## src/rtl/fifo_write_arbiter.sv

```systemverilog
// rtl/fifo_write_arbiter.sv - round-robin burst arbiter for the write side of one async FIFO
//
// Shares one FIFO write port among NUM_REQ producers in the write clock
// domain. A producer raises req_i and is granted a burst of up to MAX_BURST
// words. While it holds the grant, its words pass straight through to the FIFO
// through a valid/ready handshake, throttled by wfull_i. When one burst ends,
// the next grant is loaded on the same edge, so there is no idle cycle
// between bursts.
//
// Optional feature macro: FIFO_ARB_STATS_EN (per-requester accepted-word counters).
//
// Parameters:
//   DATA_LEN    word width, matches the FIFO
//   NUM_REQ     number of requesters (2..8)
//   MAX_BURST   maximum words per grant (>= 1)
//
// Ports:
//   wclk         write-domain clock, rising edge
//   rst_n        asynchronous active-low reset
//   req_i        per-requester request, level-held while data is pending
//   valid_i      per-requester word valid
//   data_i       requester n's word in [n*DATA_LEN +: DATA_LEN]
//   ready_o      per-requester ready; a word moves on valid_i[n] & ready_o[n]
//   gnt_o        one-hot registered grant, or zero when idle
//   wfull_i      FIFO full flag
//   write_en_o   FIFO write enable
//   wdata_o      FIFO write data
//   busy_o       high while a burst is granted
//   stats_clr_i  synchronous clear of the statistics counters
//   word_cnt_o   per-requester 16-bit accepted-word counters, saturating

module fifo_write_arbiter #(
    parameter int DATA_LEN  = 32,
    parameter int NUM_REQ   = 4,
    parameter int MAX_BURST = 4
) (
    input  logic                        wclk,
    input  logic                        rst_n,
    input  logic [NUM_REQ-1:0]          req_i,
    input  logic [NUM_REQ-1:0]          valid_i,
    input  logic [NUM_REQ*DATA_LEN-1:0] data_i,
    output logic [NUM_REQ-1:0]          ready_o,
    output logic [NUM_REQ-1:0]          gnt_o,
    input  logic                        wfull_i,
    output logic                        write_en_o,
    output logic [DATA_LEN-1:0]         wdata_o,
    output logic                        busy_o,
    input  logic                        stats_clr_i,
    output logic [NUM_REQ*16-1:0]       word_cnt_o
);

    localparam int IDX_W = (NUM_REQ > 1) ? $clog2(NUM_REQ) : 1;
    localparam int CNT_W = $clog2(MAX_BURST + 1);

    localparam logic [0:0] ST_IDLE  = 1'b0;
    localparam logic [0:0] ST_BURST = 1'b1;

    localparam logic [CNT_W-1:0] CNT_LAST  = CNT_W'(MAX_BURST - 1);
    localparam logic [IDX_W-1:0] LAST_INIT = IDX_W'(NUM_REQ - 1);

    logic [0:0]         state;
    logic [NUM_REQ-1:0] gnt;
    logic [IDX_W-1:0]   last;
    logic [CNT_W-1:0]   cnt;

    logic               arb_found;
    logic [IDX_W-1:0]   arb_idx;
    logic [NUM_REQ-1:0] arb_onehot;

    logic [NUM_REQ-1:0] accept;
    logic               word_taken;
    logic               grant_live;
    logic               burst_end;

    // Round-robin scan starting just after the last granted index and
    // wrapping. Inside a burst, last already holds the current grantee, so
    // the same scan serves both the IDLE pick and the end-of-burst handover.
    // The current grantee is visited last, so it is re-granted only when
    // nobody else is requesting.
    always_comb begin
        arb_found = 1'b0;
        arb_idx   = last;
        for (int i = 1; i <= NUM_REQ; i++) begin
            int               k;
            logic [IDX_W-1:0] kk;
            k  = (int'(last) + i) % NUM_REQ;
            kk = IDX_W'(k);
            if (!arb_found && req_i[kk]) begin
                arb_found = 1'b1;
                arb_idx   = kk;
            end
        end
    end

    assign arb_onehot = NUM_REQ'(1) << arb_idx;

    // Data path is purely combinational from the registered grant, so a
    // granted word reaches the FIFO in the same cycle. A zero grant (idle or
    // in reset) forces every output low, which also drops any word in flight
    // the moment reset is asserted.
    assign ready_o    = gnt & {NUM_REQ{~wfull_i}};
    assign accept     = ready_o & valid_i;
    assign word_taken = |accept;
    assign write_en_o = word_taken;
    assign gnt_o      = gnt;
    assign busy_o     = (state == ST_BURST);

    // One-hot OR-mux. This gives zero when nothing is granted.
    always_comb begin
        wdata_o = '0;
        for (int n = 0; n < NUM_REQ; n++) begin
            if (gnt[n]) begin
                wdata_o = wdata_o | data_i[n*DATA_LEN +: DATA_LEN];
            end
        end
    end

    // The burst closes on its final word, or when the grantee withdraws its
    // request in a cycle with no transfer. A full FIFO alone never closes it.
    assign grant_live = |(req_i & gnt);
    assign burst_end  = (word_taken && (cnt == CNT_LAST)) ||
                        (!grant_live && !word_taken);

    always_ff @(posedge wclk or negedge rst_n) begin
        if (!rst_n) begin
            state <= ST_IDLE;
            gnt   <= '0;
            last  <= LAST_INIT;
            cnt   <= '0;
        end else begin
            case (state)
                ST_IDLE: begin
                    if (arb_found) begin
                        state <= ST_BURST;
                        gnt   <= arb_onehot;
                        last  <= arb_idx;
                        cnt   <= '0;
                    end
                end
                ST_BURST: begin
                    if (burst_end) begin
                        cnt <= '0;
                        if (arb_found) begin
                            gnt  <= arb_onehot;
                            last <= arb_idx;
                        end else begin
                            state <= ST_IDLE;
                            gnt   <= '0;
                        end
                    end else if (word_taken) begin
                        cnt <= cnt + CNT_W'(1);
                    end
                end
                default: begin
                    state <= ST_IDLE;
                    gnt   <= '0;
                    cnt   <= '0;
                end
            endcase
        end
    end

`ifdef FIFO_ARB_STATS_EN
    // Saturating per-requester counters. A clear wins over a same-cycle increment.
    for (genvar n = 0; n < NUM_REQ; n++) begin : g_stats
        logic [15:0] word_cnt;

        always_ff @(posedge wclk or negedge rst_n) begin
            if (!rst_n) begin
                word_cnt <= '0;
            end else if (stats_clr_i) begin
                word_cnt <= '0;
            end else if (accept[n] && (word_cnt != 16'hFFFF)) begin
                word_cnt <= word_cnt + 16'd1;
            end
        end

        assign word_cnt_o[n*16 +: 16] = word_cnt;
    end
`else
    logic unused_stats_clr;

    assign unused_stats_clr = stats_clr_i;
    assign word_cnt_o       = '0;
`endif

endmodule

```

## config.mk

```make
export PLATFORM = sky130hd
export DESIGN_NAME = fifo_write_arbiter
export DESIGN_NICKNAME = d
export VERILOG_FILES = /design/src/rtl/fifo_write_arbiter.sv
export SDC_FILE = /design/constraint.sdc
export NUM_CORES = 1
export LEC_CHECK = 0
export ABC_AREA = 1
export CORE_AREA = 10 10 88 90
export DETAILED_ROUTE_END_ITERATION = 16
export DIE_AREA = 0 0 98 100
export DONT_BUFFER_PORTS = 1
export GPL_ROUTABILITY_DRIVEN = 0
export PLACE_DENSITY_LB_ADDON = 0.25
export SETUP_SLACK_MARGIN = 0.1
export SLEW_MARGIN = 20
export SYNTH_ARGS = -nofsm -noshare
export SYNTH_HDL_FRONTEND = slang
export SYNTH_SLANG_ARGS = --single-unit
```

## constraint.sdc

```tcl
create_clock -name wclk -period 2 [get_ports wclk]
set_input_delay 0.4 -clock wclk [delete_from_list [all_inputs] [get_ports wclk]]
set_output_delay 0.4 -clock wclk [all_outputs]
set_load 0.05 [all_outputs]
```

Word level (Yosys, flattened, before mapping)
Index checks and enable logic that the tools add are counted.
Word-level totals
  flip-flop bits (word level): 10
  input bits: 140
  output and inout port bits: 106
Operators by class
  $add $sub $neg: 5
  $lt $le $gt $ge: 4
  equal/unequal tests: 4
  shifts and indexed selects: 1
  mux-type cells: 34
  bitwise gates (word level): 8
  reductions and logical operators: 15
Operators with widths (count)
  $mux 32: 4
  $or 32x32->32: 3
  $and 4x4->4: 3
  $lt 2x3->1 const B: 4
  $mux 2: 6
  $mux 4: 3
  $mux 1: 10
  $mux 3: 3
  $bmux 1 s2: 4
  $pmux 4 s2: 1
  $reduce_or 4->1: 2
  $pmux 3 s2: 1
  $logic_and 1x1->1: 5
  $logic_not 1->1: 5
  $add 2x1->2 const B: 2
  $add 2x2->2 const B: 2
  $pmux 2 s2: 1
  $reduce_and 2->1: 2
  $shl 1x2->4 const A: 1
  $add 3x1->3 const B: 1
  $eq 3x2->1 const B: 1
  $ne 3x1->1 const B: 1
  $ne 2x1->1 const B: 1
  $ne 2x2->1 const B: 1
  other kinds (3): 4

Depth between registers and ports, before layout
  depth after elaboration: 17
  mapped depth: 13
  mapped depth without buffers: 12

Least setup slack after synthesis
OpenSTA, ideal clock, no wires.
  path kind: register -> output
  from: reg gnt[2], in the netlist gnt_o[2]
  to: out ready_o[2]
  arrival: 1.814 ns
  path slack: -0.214 ns
  stages on the path, launching flop included: 5
  buffers on the path: 2
  path through: dfrtp_1 > buf_4 > clkbuf_1 > inv_1 > nor2_1
On the way
  longest elaborated chain between the ends: 1
RTL lines
  start, declared: RTL line 62  | logic [NUM_REQ-1:0] gnt;
  start signal, assigned: RTL line 135  | gnt <= arb_onehot;
  start signal, assigned: RTL line 144  | gnt <= arb_onehot;
  $and 4x4->4: RTL line 101  | assign ready_o = gnt & {NUM_REQ{~wfull_i}};
  end, declared: RTL line 42  | output logic [NUM_REQ-1:0] ready_o,
Every way passes these cells.

Final worst setup path
  from: reg gnt[1], in the netlist gnt_o[1]
  to: out wdata_o[1]
On the way
  longest elaborated chain between the ends: 5
RTL lines
  $mux 32 *: RTL line 112  | if (gnt[n]) begin
  $or 32x32->32: RTL line 113  | wdata_o = wdata_o | data_i[n*DATA_LEN +: DATA_LEN];
  $mux 32 *: RTL line 112
  $or 32x32->32: RTL line 113
  $mux 32 *: RTL line 112
  end, declared: RTL line 46  | output logic [DATA_LEN-1:0] wdata_o,
Every way passes the cells marked *; elsewhere a longest branch is shown, timed or not.

==> metrics <==
die area=9800 um2; sequential share of the synthesized area=0.116; r2r worst-path depth=10; Pwr Total=6.34 mW; IO Pins=246; clock latency on the worst-skew pair=240 ps; leading area contributor after synthesis=nand2_1; initial core utilization=0.355; Yosys cell types=25; wire length of the first global-routing pass=13200 um; most frequent cells in the layout=nand2_1 (194), conb_1 (64), buf_12 (37), nand4_1 (33), nand3_1 (17); via/cell ratio=4.82; Hold Crit Start=cnt[2]$_DFFE_PN0P_; WHS Path Cells=2; DP Wirelength=7910 um; floorplan core area=6130 um2; Final Hold Violating Endpoints=0; post-route cell area=2850 um2; synth warn=0; critical path's top delay family=flip-flops; power density cells=2230 nW/um2; Setup CP Type=register to output port; CP bufs+invs=2; H-tree Lvls=1; Worst EP arrival=1440 ps; worst-path cell chain=buf_4, nand2_1, nand4_1, buf_12; CP Launch Type=register; Layout area overhead=30.7%; Max Slew Vio Count=0; Lkg Pwr=1.44 nW; RSZ-0062 raised after global routing=no; drt wl/cell=18.0 um; Cell Area, Placed=2740 um2; TritonCTS buffer count=3; Max stage delay on crit path=560 ps; Final setup viols=0; Detailed Routing Iterations Pass 1=4; crit share post-route=0.922; Hold Crit Class=register to register; Vias=2419; Routed WL=9020 um; mapped cell area=2180 um2; First DRT Iteration DRCs=121; initial antenna violation count=0; # DRC=0; top cell type's share of synthesized area=0.336; launching point of the worst reg2reg path=gnt_o[1]$_DFFE_PN0P_; status=completed; R2R Path End=gnt_o[2]$_DFFE_PN0P_; Total GRT Usage=0.161; fmax=542 MHz; CP max FO=11; Area contributors post-synth=nand2_1 (34%), buf_4 (24%), nand4_1 (9.5%); share of cells above drive strength 1=0.200; Sink Count=10; die height=100 um; ANT nets after route=0; Rows=29; clk slew on worst S/H paths=50 ps; slowest stage cell on the critical path=dfrtp_4; Syn Area/Cell=5.57 um2; Die X=98 um; Sum Neg Setup Slack=0 ps; Final min period=1840 ps; port buffer count=0; clock skew=3.72 ps; flops & latches, synth=10; CP required=1600 ps; R2R setup slack=290 ps; Synth Instances=391; endpoint type of the worst setup path=output port; diode count=0; grt total ovfl=0; most common cell after layout, fill and taps aside=nand2_1; # nets final=568; CTS tree=done; Root Driver=clkbuf_8; vias in the first global route=2318; Max-Cap Viols=0; pin count of the biggest net entering global routing=21; VDD IR max=1380 uV; CTS Buffer Depth=2; Hold Path Sink=cnt[2]$_DFFE_PN0P_
==> how the worst max path moves through the flow <==
stage                          from          end  slack (ps)  cells after the start
6_report       gnt_o[1]$_DFFE_PN0P_   wdata_o[1]         160                      4
5_1_grt        gnt_o[3]$_DFFE_PN0P_  wdata_o[21]         120                      4
4_1_cts        gnt_o[1]$_DFFE_PN0P_  wdata_o[22]         140                      4
3_5_place_dp   gnt_o[0]$_DFFE_PN0P_   wdata_o[1]         320                      4
3_3_place_gp   gnt_o[0]$_DFFE_PN0P_  wdata_o[10]         320                      4
2_1_floorplan  gnt_o[2]$_DFFE_PN0P_   ready_o[2]         140                      4
==> layout make-up <==
type / count / area (um2)
Fill cell: 634 / 3280
Clock buffer: 4 / 45.0
Multi-Input combinational cell: 341 / 1530
Inverter: 21 / 81.3
Tap cell: 77 / 96.3
Sequential cell: 10 / 265
Timing Repair Buffer: 49 / 833
==> power by group <==
part / switching, mW / total (mW) / internal [mW] / leakage, nW
clock network: 0.0849 / 0.225 / 0.140 / 0.0228
logic: 3.53 / 5.66 / 2.13 / 1.30
registers: 0.134 / 0.452 / 0.318 / 0.117
total: 3.75 / 6.34 / 2.59 / 1.44
==> sequential cells by signal (all words and copies together) (netlist names) <==
signal  cells
last        2
gnt_o       4
cnt         3
busy_o      1
==> stage by stage <==
step	util	hold WS (ps)	worst slack (ps)	std cells
CTS	0.459	479	139	500
finish	0.464	474	157	502
floorplan	-	104	138	454
detailed placement	0.446	105	321	494
global route	0.464	502	116	502
global placement	0.446	105	322	494
==> cells in the mapped netlist, drive strengths merged <==
cell / number
nand4: 33
nor3: 1
ha: 2
nor2: 9
o21ai: 4
inv: 21
dfstp: 2
clkbuf: 12
conb: 1
a22oi: 1
dfrtp: 8
nand2: 207
buf: 70
nand3: 20
==> per-layer routing <==
| layer | global-route usage | wire [um] | up-vias |
|---|---|---|---|
| li1 | - | - | 1171 |
| met1 | 0.183 | 3380 | 1101 |
| met2 | 0.299 | 4800 | 140 |
| met3 | 0.0364 | 779 | 7 |
| met4 | 0.0302 | 67 | 0 |
| met5 | 0 | 0 | - |
==> cell families after synthesis <==
| logic type | Yosys count | synth area share |
|---|---|---|
| AOI/OAI and AO/OA | 5 | 0.0144 |
| adders and majority gates | 2 | 0.0115 |
| other | 1 | 0.00172 |
| and+or+nand+nor | 270 | 0.555 |
| DFF | 10 | 0.116 |
| buffers and inverters | 103 | 0.301 |
==> timing repair <==
item / 4_1_cts / 5_1_grt
buffers inserted: 1 / 2
endpoints found under the hold margin: 10 / 0
gates cloned: 0 / 0
endpoints found under the setup margin: 19 / 19
gates resized for setup: 1 / 2
hold buffers: 1 / 0
pin swaps: 0 / 0
==> worst register-to-register path, cell delays in order (launching register included) <==
cell and delay (ps):
dfrtp_4 560, buf_4 220, inv_1 70, o21ai_0 80
nor2_1 140, nand2_1 100, nand3_2 130, nand2_4 90
nor2_2 140, nand2_1 60, nand2_1 60
(Power assumes the default switching activity.)
